<file path="src/rtl/serial_subtractor.sv">
// Bit-serial subtractor: diff = a - b - bin, one bit per clock, LSB first.
// A single full-subtractor cell plus a borrow flop walks the operands over
// WIDTH cycles; start/busy/done frame each operation and the published
// result only changes on completion or reset.
module serial_subtractor #(
   parameter  int unsigned WIDTH = 4,
   localparam int unsigned CNT_W = $clog2(WIDTH + 1)
) (
   input  logic             clk,
   input  logic             rst_n,
   input  logic             start,
   input  logic [WIDTH-1:0] a,
   input  logic [WIDTH-1:0] b,
   input  logic             bin,
   output logic             busy,
   output logic             done,
   output logic [WIDTH-1:0] diff,
   output logic             borrow
);

   typedef enum logic {
      IDLE  = 1'b0,
      SHIFT = 1'b1
   } state_t;

   state_t           state_q;
   logic [CNT_W-1:0] cnt_q;
   logic [WIDTH-1:0] a_sr_q;
   logic [WIDTH-1:0] b_sr_q;
   logic [WIDTH-1:0] r_sr_q;
   logic             br_q;
   logic             busy_q;
   logic             done_q;
   logic [WIDTH-1:0] diff_q;
   logic             borrow_q;

   logic             d_bit;
   logic             br_d;
   logic [WIDTH-1:0] r_sr_d;
   logic             last_bit;

   // Full-subtractor cell on the current LSBs and the partial result it feeds
   always_comb begin
      d_bit    = a_sr_q[0] ^ b_sr_q[0] ^ br_q;
      br_d     = (~a_sr_q[0] & b_sr_q[0]) | (~(a_sr_q[0] ^ b_sr_q[0]) & br_q);
      r_sr_d   = {d_bit, r_sr_q[WIDTH-1:1]};
      last_bit = (cnt_q == CNT_W'(WIDTH - 1));
   end

   // Control FSM, datapath shift registers and registered outputs
   always_ff @(posedge clk) begin
      if (!rst_n) begin
         state_q  <= IDLE;
         cnt_q    <= '0;
         a_sr_q   <= '0;
         b_sr_q   <= '0;
         r_sr_q   <= '0;
         br_q     <= 1'b0;
         busy_q   <= 1'b0;
         done_q   <= 1'b0;
         diff_q   <= '0;
         borrow_q <= 1'b0;
      end else begin
         done_q <= 1'b0;
         unique case (state_q)
            IDLE: begin
               if (start) begin
                  a_sr_q  <= a;
                  b_sr_q  <= b;
                  br_q    <= bin;
                  cnt_q   <= '0;
                  busy_q  <= 1'b1;
                  state_q <= SHIFT;
               end
            end
            SHIFT: begin
               br_q   <= br_d;
               r_sr_q <= r_sr_d;
               a_sr_q <= {1'b0, a_sr_q[WIDTH-1:1]};
               b_sr_q <= {1'b0, b_sr_q[WIDTH-1:1]};
               cnt_q  <= cnt_q + CNT_W'(1);
               if (last_bit) begin
                  diff_q   <= r_sr_d;
                  borrow_q <= br_d;
                  done_q   <= 1'b1;
                  busy_q   <= 1'b0;
                  state_q  <= IDLE;
               end
            end
            default: state_q <= IDLE;
         endcase
      end
   end

   assign busy   = busy_q;
   assign done   = done_q;
   assign diff   = diff_q;
   assign borrow = borrow_q;

endmodule

</file>
<file path="config.mk">
export PLATFORM = sky130hd
export DESIGN_NAME = serial_subtractor
export DESIGN_NICKNAME = d
export VERILOG_FILES = /design/src/rtl/serial_subtractor.sv
export SDC_FILE = /design/constraint.sdc
export NUM_CORES = 1
export LEC_CHECK = 0
export ABC_AREA = 1
export ABC_CLOCK_PERIOD_IN_PS = 1300
export CORE_MARGIN = 8
export CORE_UTILIZATION = 50
export DETAILED_ROUTE_END_ITERATION = 7
export HOLD_SLACK_MARGIN = 0.02
export PLACE_DENSITY = 0.77
export SLEW_MARGIN = 20
export SYNTH_ARGS = -nofsm -noshare
export SYNTH_HDL_FRONTEND = slang
export SYNTH_SLANG_ARGS = --single-unit
</file>
<file path="constraint.sdc">
create_clock -name clk -period 1.3 [get_ports clk]
set_input_delay 0.195 -clock clk [delete_from_list [all_inputs] [get_ports clk]]
set_output_delay 0.195 -clock clk [all_outputs]
set_load 0.02 [all_outputs]
</file>
==> results.json <==
{
  "hold_path_end": "b_sr_q[3]",
  "vias": 847,
  "use_met3_pct": 2.92,
  "path_max_fanout": 2,
  "max_freq_mhz": 840,
  "hold_viol_final": 0,
  "r2r_setup_slack_ns": 0.11,
  "total_power_uw": 1260,
  "synth_nets": 147,
  "p_leak_uw": 0.000592,
  "die_w_um": 61.3,
  "grt_max_degree": 14,
  "cts_hold_repair.buffers": 0,
  "start_util_pct": 52.8,
  "hold_depth": 3,
  "syn2layout_area_growth_pct": 20.8,
  "std_cell_rows": 16,
  "synthCells": 131,
  "core-area_um2": 1940,
  "final_layout_size_suffix_gt1_share_pct": 14.5,
  "via_per_inst": 4.73,
  "cts_tree": "yes",
  "clock_path_buffers": 2,
  "final_common_cell": "nand2_1",
  "routed_wl_um": 2080,
  "status": "finished, final reports clean",
  "grt_pass1_vias": 823,
  "worstHoldStart": "b[3]",
  "chipHeight_um": 61.3,
  "gp_congestion": 0.747,
  "cp.arrival_ns": 1.44,
  "ff2ff_path_depth": 4,
  "grt_usage_pct": 12.1,
  "antenna_left": 0,
  "finalCritPeriodShare_pct": 91.6,
  "worstMarginPinSlew_ns": 0.299,
  "busiest_layer": "met2",
  "yosys_warnings": 0,
  "boundaryPins": 19,
  "cts_buffers": 3,
  "ys_seq_area_share_pct": 44.9,
  "cts-root-buf": "clkbuf_4",
  "grt_pass1_wl_um": 3440,
  "syn_area_um2": 1020,
  "grt-ovfl-total": 0,
  "path_class": "reg -> reg",
  "slew_headroom_pct": 80.0,
  "clock_latency_ns": 0.31,
  "grtUsageMet2_pct": 19.9,
  "drc": 0,
  "path_clk_slew_ns": 0.12,
  "cts.sinks": 23,
  "fin_crit_ns": 1.19,
  "groute.layer.met1.usage_pct": 14.3,
  "htree_levels": 1,
  "antenna_found_initial": 0,
  "ys_ff_latch": 23,
  "rsz0062_at_grt": "no",
  "setup-violations-final": 0,
  "antenna_cells": 0,
  "hp-class": "in -> reg",
  "clock_skew_ns": 0.00374,
  "drt-pass1-iter-count": 4,
  "r2r-end": "diff[3]",
  "finalMaxSlewViolations": 0,
  "critPathRequiredTime_ns": 1.55,
  "die_area_um2": 3750,
  "max-cap-violations": 0,
  "final_cell_mix": "nand2_1, dfxtp_1, nand3_1, nor2_1, inv_1",
  "crit_path_end_kind": "flip-flop",
  "wl_per_cell_um": 11.6,
  "vdd_drop_max_mv": 0.772,
  "power_density_nw_per_um2": 1020,
  "hpwlAfterDp_um": 1540,
  "synth.avg_cell_area_um2": 7.82,
  "r2r-start": "b_sr_q[0]",
  "detail_route.iter0.violations": 17,
  "setup_tns_ns": 0,
  "final_nets": 169,
  "synth.distinct_cells": 18,
  "start_kind": "flip-flop",
  "port_buffers": 18
}
[timing repair]
action,4_1_cts,5_1_grt
buffers inserted,0,1
pin swaps,0,0
setup endpoints to repair,8,3
resized for setup,8,4
endpoints found under the hold margin,0,0
[power breakdown]
part           total (uW)  internal, uW  switching [uW]
logic                 181          83.9            97.1
registers             756           736            19.6
clock network         327           115             212
[Yosys cell counts, drive strengths merged]
master	n	area share, %
buf	6	6.3
ha	3	3.7
a21oi	8	4.6
nor3	1	0.49
fa	1	2.0
nor2	15	7.1
o21ai	6	2.9
dfxtp	23	45
inv	15	5.5
nand2	38	15
nand3	15	7.3
[cell families after synthesis]
group                      Yosys count  synth area share (%)
and+or+nand+nor                     69                  30.0
DFF                                 23                  44.9
buffers and inverters               21                  11.8
AOI/OAI and AO/OA                   14                  7.57
adders and majority gates            4                  5.62
[flip-flops by register name (all words and copies together), names as in the netlist]
register / count
state_q: 1
diff: 4
a_sr_q: 4
borrow: 1
r_sr_q: 3
br_q: 1
done: 1
cnt_q: 3
busy: 1
b_sr_q: 4
[final cells by class]
class | instances | area [um2]
clock inverters | 1 | 5.00
well taps | 27 | 33.8
inverters | 15 | 56.3
multi-input cells | 87 | 448
fillers | 173 | 704
clock buffers | 3 | 22.5
repair buffers | 23 | 209
flip-flops and latches | 23 | 463
[layer usage]
metal | vias up | wire length (um)
met2 | 15 | 997
met5 | - | 0
met4 | 0 | 60
met1 | 377 | 926
li1 | 449 | -
met3 | 6 | 95
[worst max-delay path: stages (launching register included)]
cell	delay, ns
dfxtp_1	0.36
inv_1	0.06
fa_1	0.53
nand2_1	0.06
a21oi_1	0.12
[how the worst max path moves through the flow]
stage,from,end,slack (ns),cells past startpoint
2_1_floorplan,cnt_q[0],diff[0],0.18,6
3_5_place_dp,start,a_sr_q[2],-0.002,7
4_1_cts,cnt_q[0],diff[3],0.06,6
6_report,b_sr_q[0],diff[3],0.11,4
3_3_place_gp,start,b_sr_q[1],0.03,7
5_1_grt,cnt_q[1],diff[3],0.02,6
[metrics by stage]
step / util, % / setup WS [ns] / hold slack (ns) / cell area (um2) / instances
after floorplan: - / 0.182 / 0.331 / 1020 / 131
after global placement: 62.0 / 0.0272 / 0.447 / 1200 / 174
after detailed placement: 62.0 / -0.00197 / 0.455 / 1200 / 174
after CTS: 63.0 / 0.0567 / 0.444 / 1220 / 178
after global routing: 63.7 / 0.0170 / 0.447 / 1240 / 179
final: 63.7 / 0.109 / 0.443 / 1240 / 179
No activity file was read; power rests on OpenSTA's default activity.
